--- src/rtl/hx8352_controller.sv ---
// HX8352-A TFT controller: panel reset, fixed init table, then continuous
// full-screen RGB565 streaming over a 16-bit 8080-style write bus.
module hx8352_controller #(
    parameter int unsigned RST_LOW_TICKS  = 1000,
    parameter int unsigned RST_WAIT_TICKS = 10000,
    parameter int unsigned INIT_DLY_TICKS = 5000,
    parameter int unsigned H_RES          = 240,
    parameter int unsigned V_RES          = 400
) (
    input  logic        clk,
    input  logic        rst,
    input  logic        clk_1MHz,
    input  logic [15:0] data_in,
    output logic        busy,
    output logic        lcd_rs,
    output logic        lcd_wr,
    output logic        lcd_rd,
    output logic        lcd_rst,
    output logic        lcd_cs,
    output logic [15:0] data_bus,
    output logic        init_done
);

    localparam int unsigned DATA_W  = 16;
    localparam int unsigned PIX_W   = 17;
    localparam int unsigned IDX_W   = 6;
    localparam int unsigned WIDX_W  = 4;
    localparam int unsigned PH_W    = 3;
    localparam int unsigned MAX_AB  = (RST_LOW_TICKS > RST_WAIT_TICKS) ? RST_LOW_TICKS : RST_WAIT_TICKS;
    localparam int unsigned CNT_MAX = (MAX_AB > INIT_DLY_TICKS) ? MAX_AB : INIT_DLY_TICKS;
    localparam int unsigned CNT_W   = $clog2(CNT_MAX + 1);
    localparam int unsigned PIX_LAST = H_RES * V_RES - 1;

    localparam logic [IDX_W-1:0]  ROM_LAST = IDX_W'(34);
    localparam logic [WIDX_W-1:0] WIN_CMD  = WIDX_W'(8);

    typedef enum logic [2:0] {
        RESET_LOW,
        RESET_WAIT,
        INIT,
        WINDOW,
        PIXELS
    } state_t;

    state_t              state;
    logic [CNT_W-1:0]    cnt;
    logic [PH_W-1:0]     ph;
    logic [IDX_W-1:0]    idx;
    logic [WIDX_W-1:0]   widx;
    logic [PIX_W-1:0]    pix_cnt;

    logic [16:0]         rom_entry;
    logic [15:0]         win_entry;
    logic                is_delay;
    logic [7:0]          pair_reg;
    logic [7:0]          pair_val;

    // Init table entry: {delay flag, register, value}
    function automatic logic [16:0] init_rom(input logic [IDX_W-1:0] i);
        logic [16:0] e;
        case (i)
            6'd0:    e = 17'h0_8302;
            6'd1:    e = 17'h0_8503;
            6'd2:    e = 17'h0_8B93;
            6'd3:    e = 17'h0_8C93;
            6'd4:    e = 17'h0_9101;
            6'd5:    e = 17'h0_8300;
            6'd6:    e = 17'h1_0000;
            6'd7:    e = 17'h0_3EC4;
            6'd8:    e = 17'h0_3F44;
            6'd9:    e = 17'h0_1705;
            6'd10:   e = 17'h1_0000;
            6'd11:   e = 17'h0_2BF9;
            6'd12:   e = 17'h0_1B14;
            6'd13:   e = 17'h0_1A11;
            6'd14:   e = 17'h0_1C0D;
            6'd15:   e = 17'h0_1F42;
            6'd16:   e = 17'h1_0000;
            6'd17:   e = 17'h0_190A;
            6'd18:   e = 17'h0_191A;
            6'd19:   e = 17'h1_0000;
            6'd20:   e = 17'h0_1912;
            6'd21:   e = 17'h1_0000;
            6'd22:   e = 17'h0_1FD2;
            6'd23:   e = 17'h1_0000;
            6'd24:   e = 17'h0_1608;
            6'd25:   e = 17'h0_1801;
            6'd26:   e = 17'h0_0106;
            6'd27:   e = 17'h0_0000;
            6'd28:   e = 17'h0_3CC0;
            6'd29:   e = 17'h0_3D1C;
            6'd30:   e = 17'h0_3438;
            6'd31:   e = 17'h0_3538;
            6'd32:   e = 17'h0_2438;
            6'd33:   e = 17'h1_0000;
            6'd34:   e = 17'h0_243C;
            default: e = 17'h0_0000;
        endcase
        return e;
    endfunction

    // Full-screen window registers 02..09: {register, value}
    function automatic logic [15:0] win_rom(input logic [WIDX_W-1:0] i);
        logic [15:0] e;
        case (i)
            4'd0:    e = 16'h0200;
            4'd1:    e = 16'h0300;
            4'd2:    e = 16'h0400;
            4'd3:    e = 16'h05EF;
            4'd4:    e = 16'h0600;
            4'd5:    e = 16'h0700;
            4'd6:    e = 16'h0801;
            4'd7:    e = 16'h098F;
            default: e = 16'h0000;
        endcase
        return e;
    endfunction

    // Select the register pair currently being written
    always_comb begin
        rom_entry = init_rom(idx);
        win_entry = win_rom(widx);
        is_delay  = rom_entry[16];
        pair_reg  = rom_entry[15:8];
        pair_val  = rom_entry[7:0];
        if (state == WINDOW) begin
            pair_reg = win_entry[15:8];
            pair_val = win_entry[7:0];
        end
    end

    // Sequencer: every step advances only on a tick; all outputs registered
    always_ff @(posedge clk or negedge rst) begin
        if (!rst) begin
            state     <= RESET_LOW;
            cnt       <= '0;
            ph        <= '0;
            idx       <= '0;
            widx      <= '0;
            pix_cnt   <= '0;
            busy      <= 1'b1;
            lcd_rs    <= 1'b0;
            lcd_wr    <= 1'b1;
            lcd_rd    <= 1'b1;
            lcd_rst   <= 1'b0;
            lcd_cs    <= 1'b1;
            data_bus  <= '0;
            init_done <= 1'b0;
        end else if (clk_1MHz) begin
            case (state)
                RESET_LOW: begin
                    if (cnt == CNT_W'(RST_LOW_TICKS - 1)) begin
                        cnt     <= '0;
                        lcd_rst <= 1'b1;
                        state   <= RESET_WAIT;
                    end else begin
                        cnt <= cnt + CNT_W'(1);
                    end
                end
                RESET_WAIT: begin
                    if (cnt == CNT_W'(RST_WAIT_TICKS - 1)) begin
                        cnt   <= '0;
                        idx   <= '0;
                        ph    <= '0;
                        state <= INIT;
                    end else begin
                        cnt <= cnt + CNT_W'(1);
                    end
                end
                INIT: begin
                    if (is_delay) begin
                        if (cnt == CNT_W'(INIT_DLY_TICKS - 1)) begin
                            cnt <= '0;
                            idx <= idx + IDX_W'(1);
                        end else begin
                            cnt <= cnt + CNT_W'(1);
                        end
                    end else begin
                        case (ph)
                            3'd0: begin
                                lcd_cs   <= 1'b0;
                                lcd_wr   <= 1'b0;
                                lcd_rs   <= 1'b0;
                                data_bus <= {8'h00, pair_reg};
                                ph       <= 3'd1;
                            end
                            3'd1: begin
                                lcd_wr <= 1'b1;
                                ph     <= 3'd2;
                            end
                            3'd2: begin
                                lcd_wr   <= 1'b0;
                                lcd_rs   <= 1'b1;
                                data_bus <= {8'h00, pair_val};
                                ph       <= 3'd3;
                            end
                            3'd3: begin
                                lcd_wr <= 1'b1;
                                ph     <= 3'd4;
                            end
                            default: begin
                                lcd_cs <= 1'b1;
                                ph     <= '0;
                                if (idx == ROM_LAST) begin
                                    init_done <= 1'b1;
                                    widx      <= '0;
                                    state     <= WINDOW;
                                end else begin
                                    idx <= idx + IDX_W'(1);
                                end
                            end
                        endcase
                    end
                end
                WINDOW: begin
                    if (widx == WIN_CMD) begin
                        // Memory write command; cs stays low into the pixel stream
                        if (ph == 3'd0) begin
                            lcd_cs   <= 1'b0;
                            lcd_wr   <= 1'b0;
                            lcd_rs   <= 1'b0;
                            data_bus <= 16'h0022;
                            ph       <= 3'd1;
                        end else begin
                            lcd_wr  <= 1'b1;
                            ph      <= '0;
                            pix_cnt <= '0;
                            state   <= PIXELS;
                        end
                    end else begin
                        case (ph)
                            3'd0: begin
                                lcd_cs   <= 1'b0;
                                lcd_wr   <= 1'b0;
                                lcd_rs   <= 1'b0;
                                data_bus <= {8'h00, pair_reg};
                                ph       <= 3'd1;
                            end
                            3'd1: begin
                                lcd_wr <= 1'b1;
                                ph     <= 3'd2;
                            end
                            3'd2: begin
                                lcd_wr   <= 1'b0;
                                lcd_rs   <= 1'b1;
                                data_bus <= {8'h00, pair_val};
                                ph       <= 3'd3;
                            end
                            3'd3: begin
                                lcd_wr <= 1'b1;
                                ph     <= 3'd4;
                            end
                            default: begin
                                lcd_cs <= 1'b1;
                                ph     <= '0;
                                widx   <= widx + WIDX_W'(1);
                            end
                        endcase
                    end
                end
                PIXELS: begin
                    case (ph)
                        3'd0: begin
                            busy <= 1'b0;
                            ph   <= 3'd1;
                        end
                        3'd1: begin
                            busy     <= 1'b1;
                            lcd_wr   <= 1'b0;
                            lcd_rs   <= 1'b1;
                            data_bus <= data_in;
                            ph       <= 3'd2;
                        end
                        3'd2: begin
                            lcd_wr <= 1'b1;
                            if (pix_cnt == PIX_W'(PIX_LAST)) begin
                                ph <= 3'd3;
                            end else begin
                                pix_cnt <= pix_cnt + PIX_W'(1);
                                ph      <= '0;
                            end
                        end
                        default: begin
                            lcd_cs  <= 1'b1;
                            pix_cnt <= '0;
                            widx    <= '0;
                            ph      <= '0;
                            state   <= WINDOW;
                        end
                    endcase
                end
                default: state <= RESET_LOW;
            endcase
        end
    end

endmodule

--- config.mk ---
export PLATFORM = sky130hd
export DESIGN_NAME = hx8352_controller
export DESIGN_NICKNAME = d
export VERILOG_FILES = /design/src/rtl/hx8352_controller.sv
export SDC_FILE = /design/constraint.sdc
export NUM_CORES = 1
export LEC_CHECK = 0
export ABC_AREA = 0
export BUFFER_PORTS_ARGS = -buffer_cell sky130_fd_sc_hd__buf_2
export CORE_ASPECT_RATIO = 1.25
export CORE_MARGIN = 2
export CORE_UTILIZATION = 50
export DETAILED_ROUTE_END_ITERATION = 8
export HOLD_SLACK_MARGIN = 0.03
export PLACE_DENSITY = 0.69
export RECOVER_POWER = 50
export SYNTH_ARGS = -nofsm -noshare
export SYNTH_HDL_FRONTEND = slang
export SYNTH_SLANG_ARGS = --single-unit
--- constraint.sdc ---
create_clock -name clk -period 3.25 [get_ports clk]
set_input_delay 0 -clock clk [delete_from_list [all_inputs] [get_ports clk]]
set_output_delay 0 -clock clk [all_outputs]
set_load 0.1 [all_outputs]
== Word-level counts from Yosys, hierarchy flattened ==
Memory sizes are Yosys's and may differ from the RTL's.
Index checks and enable logic that the tools add are counted.
Operators by class
  equality and inequality tests: 32
  add/subtract/negate cells: 4
  bitwise logic cells: 2
  muxes and demuxes: 67
  reductions and logical operators: 26
Operators with widths (number)
  $mux W16: 5
  $pmux W17 S2: 2
  $mux W14: 4
  $mux W17: 3
  $pmux W16 S3: 1
  $pmux W14 S3: 1
  $mux W3: 11
  $pmux W16 S2: 1
  $mux W6: 5
  $mux W4: 6
  $pmux W3 S4: 2
  $ne A2 B2 Y1 const B: 11
  $add A17 B1 Y17 const B: 1
  $eq A17 B17 Y1 const B: 1
  $mux W8: 2
  $pmux W3 S5: 1
  $reduce_and A5 Y1: 3
  $add A14 B1 Y14 const B: 1
  $eq A14 B10 Y1 const B: 1
  $eq A14 B13 Y1 const B: 1
  $eq A14 B14 Y1 const B: 1
  $eq A3 B2 Y1 const B: 4
  $ne A3 B3 Y1 const B: 4
  $pmux W4 S3: 1
  27 further kinds: 58
Word-level totals
  output and inout bits: 23
  flip-flop bits (word level): 69
  memory bits (read-only): 1112
  memories: 2
  input bits: 19
  word-level logic and storage cells: 146
Memory list
  (no name shown): depth 64, width 16, rd ports 1, clocked after Yosys merged registers in 0, wr ports 0, RTL line 61  | case (i)
  (no name shown): depth 8, width 11, rd ports 1, clocked after Yosys merged registers in 0, wr ports 0, RTL line 105  | case (i)

== Logic depth before layout (Yosys ltp) ==
An unclocked memory read counts as a cell.
  word-level depth: 6
  depth in mapped cells: 11
  depth with buffers taken out: 8

== Worst setup path before layout ==
No wires, ideal clock.
  path type: register to register
  start point: reg idx[0]
  end point: reg idx[2]
  data required time: 3125 ps
  cell stages (with the launch flop): 11
  clock period less this slack: 2841 ps
  setup slack: 409 ps
  path buffers: 2
  data arrival time: 2715 ps
  setup time: 125 ps
  cells stage by stage: dfrtp_1 -> clkbuf_1 -> inv_1 -> ha_1 -> nor2b_2 -> a32o_1 -> o21ba_1 -> or4_4 -> and3_1 -> buf_6 -> mux2_4
On the way
  cells in the longest elaborated chain, start to end: 5
  elaborated cells between the ends (all ways): 12
  those cells by class: 1 x add/sub; 4 x eq/ne; 5 x mux; 1 x reduce/logical; 1 x memory
Ends and longest elaborated chain
  start: declaration: RTL line 48  | logic [IDX_W-1:0] idx;
  start signal: assignment: RTL line 174  | idx <= idx + IDX_W'(1);
  start signal: assignment: RTL line 209  | idx <= idx + IDX_W'(1);
  $add A6 B1 Y6: RTL line 174, 209
  $mux W6: RTL line 204  | if (idx == ROM_LAST) begin
  $mux W6: RTL line 179  | case (ph)
  $mux W6: RTL line 171  | if (is_delay) begin
  $pmux W6 S2: RTL line 150  | case (state)
Parallel ways exist; a longest one is shown, timed or not. The select of a mux whose other input is x is not followed.
A chain may end at the register's enable or synchronous reset.

== Worst setup path after layout ==
  start point: reg idx[1]
  end point: reg widx[2]
On the way
  cells in the longest elaborated chain, start to end: 3
  elaborated cells between the ends (all ways): 5
  those cells by class: 3 x eq/ne; 1 x reduce/logical; 1 x memory
Ends and longest elaborated chain
  $mem_v2 Z64 W16 / $eq A6 B6 Y1 (equally long branches)
  $ne A2 B2 Y1 (no line)
  $reduce_and A8 Y1 (no line) (*)
  end signal: assignment: RTL line 256  | widx <= widx + WIDX_W'(1);
  end: declaration: RTL line 49  | logic [WIDX_W-1:0] widx;
Every way passes the cells marked *; elsewhere a longest branch is shown, timed or not.

==> key figures <==
Routing
  • Total wire length: around 14 mm
  • Post-detailed-route count of antenna-violating nets: 0
  • Violation count after the first detailed-route iteration: about 340
  • Via count of the routed design: between 4000 and 5000
  • Vias per cell: 6.30
  • Number of detailed-routing iterations run before antenna repair: 5
  • WL/cell: ~18 µm
  • DRC errors left: 0

Synth
  • Distinct cells, synth: 76
  • Mapped Area: 5040 µm²
  • Yosys warning total: 1
  • Cells after synthesis: 589
  • Number of enable flip-flop cells after synthesis: 0
  • Total nets after synthesis: between 600 and 700
  • Post-Syn Area per Cell: 8.56 µm²
  • Post-synthesis sequential area ratio: 0.343
  • Async SR Flop Fraction: 1.00
  • Number of register bits inferred by synthesis: 69
  • Synth Flop Type: dfrtp_1

Worst setup path
  • Crit end category: flop
  • Required time at the worst-slack endpoint: 3.47 ns
  • Critical path fanouts, max: 11
  • Launch instance of the worst register-to-register path: idx[1]
  • Startpoint kind of the worst setup timing path: flop
  • Data arrival, critical path: ~3.1 ns
  • Capturing point of the worst reg2reg path: widx[2]
  • Reg2reg setup slack: between 0.3 and 0.4 ns
  • Critical path type: flop to flop
  • Depth of the most critical reg-to-reg path: 8

Clock tree
  • Number of gates resized after CTS: 0
  • Inserted Clock Buffers: 9
  • # H-tree levels: 3
  • CTS tree: built
  • Maximum buffer depth of the clock tree: 2
  • Clock input transition at the sequential cells of the worst setup and hold paths: 0.06 ns
  • TritonCTS Sinks: 69
  • Number of setup buffers added after CTS: 0
  • Clock root buffer master: clkbuf_16
  • Worst skew pair latency: 0.34 ns

Layout
  • Number of standard cells in the final layout excluding fillers: ~770
  • Fill cell total of the finished layout: 912
  • Post-synthesis to final-layout area growth: 14.8%
  • Diode insertion count for antenna repair: 0
  • Post-route cell area: around 5800 µm²
  • Total number of nets in the final design: 674
  • Core Util, Final: 0.582
  • Share of post-route cells with drive strength above 1: 0.139

Hold path
  • Start point of the worst hold path: clk_1MHz
  • Endpoint of the worst hold path: lcd_rst
  • Min-Delay Path Depth: 2
  • Worst Hold Class: input pin to flop

GRT
  • Met2 track demand over resource: 0.428
  • Met1 GRT Util: 0.349
  • GR Layer Usage met3: 0.0439
  • Via count of the first global-routing pass: 4469
  • Antenna violations before repair: 0
  • Total congestion overflow: 0
  • First-pass GRT wire length: ~23 mm
  • GRT Resource Usage Total: 0.260
  • Gr busiest metal: met2
  • Maximum number of pins on one net before global-route repair: 28

Die
  • Number of ports placed on the die boundary: 42
  • Starting density of the core: 0.507
  • Core area: 9950 µm²
  • Die outline width: about 94 µm
  • Row count: between 40 and 50
  • Die area: 10900 µm²
  • Die height: 116 µm

Timing
  • Max Transition Viols Final: 0
  • Final-report setup violation count: 0
  • Slew at the pin with the worst max-slew slack: roughly 1.4 ns
  • Final hold viol count: 0
  • Achievable frequency: 346 MHz
  • Unrepaired setup endpoints after global routing: false
  • Minimum setup slack in the final design: 0.362 ns
  • Total negative setup slack: 0 ns
  • Layout Skew: between 0.007 and 0.008 ns
  • Slew HR: 0.0464
  • Post-route clock period utilization: 0.889
  • Minimum clock period after layout: around 2.9 ns

Flow run
  • Max-cap violations: 0

Placement
  • HPWL reported at the end of detailed placement: slightly below 10 mm
  • Place WS: 0.454 ns
  • Cell area after placement: 5360 µm²
  • Final RePlAce weighted congestion: 0.991
  • Number of I/O port buffers: 40
  • Dpl cells: 735

Power and ir drop
  • Sw Ratio: 0.445
  • VDD IR max: roughly 0.42 mV
  • Reg power frac: 0.324
  • Combinational cell fraction of total power: 0.414
  • Sw power: 1.68 mW
  • Leakage Power: 2.43 nW
  • Power Internal: 2.09 mW
  • Power density over the cells: 650 nW/µm²
  • Clock power frac: 0.262

Outcome
  • Status: finished clean
[stage by stage]
step	hold slack, ns	power [mW]
6_report	0.0559	3.77
5_1_grt	0.0855	3.97
4_1_cts	0.0546	3.78
3_5_place_dp	0.0140	2.76
3_3_place_gp	0.0104	2.74
2_1_floorplan	-0.296	2.39
[cell type report]
class,instances,area [µm²],share of cell area
clock inverter,7,73.8,0.0127
inverter,17,63.8,0.0110
tap,129,161,0.0279
timing repair buffer,74,473,0.0817
multi-input combinational,462,3060,0.529
sequential,69,1730,0.299
clock buffer,9,225,0.0389
[worst max path at each step]
| stage | from | endpoint | slack [ns] | cells past startpoint |
|---|---|---|---|---|
| after floorplan | idx[0] | idx[2] | 0.41 | 10 |
| after global placement | idx[1] | widx[2] | 0.52 | 8 |
| after detailed placement | idx[1] | widx[0] | 0.45 | 8 |
| after CTS | idx[1] | widx[2] | 0.41 | 8 |
| after global routing | idx[0] | widx[0] | 0.25 | 8 |
| final | idx[1] | widx[2] | 0.36 | 8 |
[registers in the layout, indices dropped and copies added (netlist names)]
register   count
state          3
busy           1
ph             3
idx            6
lcd_rst        1
cnt           14
pix_cnt       17
init_done      1
lcd_rs         1
data_bus      16
lcd_cs         1
widx           4
lcd_wr         1
[logic make-up after synthesis]
logic type,Yosys count,share of synthesized area
buffers and inverters,58,0.0504
DFF,69,0.343
xor gates and xnor gates,7,0.0122
muxes,22,0.0514
adders and majority gates,22,0.0546
and+or+nand+nor,232,0.248
AOI/OAI and AO/OA,178,0.239
other,1,0.000744
[layer usage]
layer / part of all wire / vias to the layer above
li1: - / 2298
met1: 0.44 / 2350
met2: 0.49 / 159
met3: 0.048 / 27
met4: 0.022 / 0
met5: 0 / -
[critical path, stage by stage (launching register included)]
cell and delay [ns]:
dfrtp_1 0.38, buf_4 0.18, ha_1 0.26, nor2b_2 0.21, a32o_1 0.31, o21ai_0 0.33, nand2_1 0.26, or3_1 0.53
mux2_2 0.31
[Yosys cell counts (all sizes together), types with 11 or more instances]
cell,number,area (µm²)
dfrtp,66,1650
nand2,53,199
o21ai,52,260
nor2,50,193
a21oi,29,145
nand3,23,115
clkbuf,22,83.8
ha,22,275
buf,19,106
inv,17,63.8
nor3,15,75.1
and3,14,87.6
o31ai,14,105
a22o,12,105
mux2i,12,120
nor2b,12,77.6
nand4,11,68.8
[placed cells by master (no fill, tap or decap), types with 7 or more instances in the layout]
cell type	count
nand4_1	11
a31oi_1	8
buf_4	16
mux2i_1	12
nand2_1	53
clkbuf_16	9
a22o_1	12
clkbuf_1	14
nand2b_1	8
nor3_1	15
buf_2	28
o21ai_0	52
inv_1	17
nor2_1	48
nor2b_1	11
o31ai_1	14
mux2_2	7
nand3_1	23
a21oi_1	29
and3_1	14
dfrtp_1	66
ha_1	22
dlygate4sd3_1	16
[repair_timing]
item / CTS / global route
hold buffers: 16 / 0
setup endpoints to repair: 0 / 0
hold endpoints to repair: 36 / 0
[power groups by stage]
stage          logic (mW)  registers (mW)  clock network (mW)
6_report             1.56            1.22               0.988
3_5_place_dp         1.54            1.22                   0
2_1_floorplan       0.768            1.62                   0
5_1_grt              1.68            1.24                1.04
4_1_cts              1.56            1.21                1.01
3_3_place_gp         1.52            1.22                   0
Power figures use the tool's default switching activity.
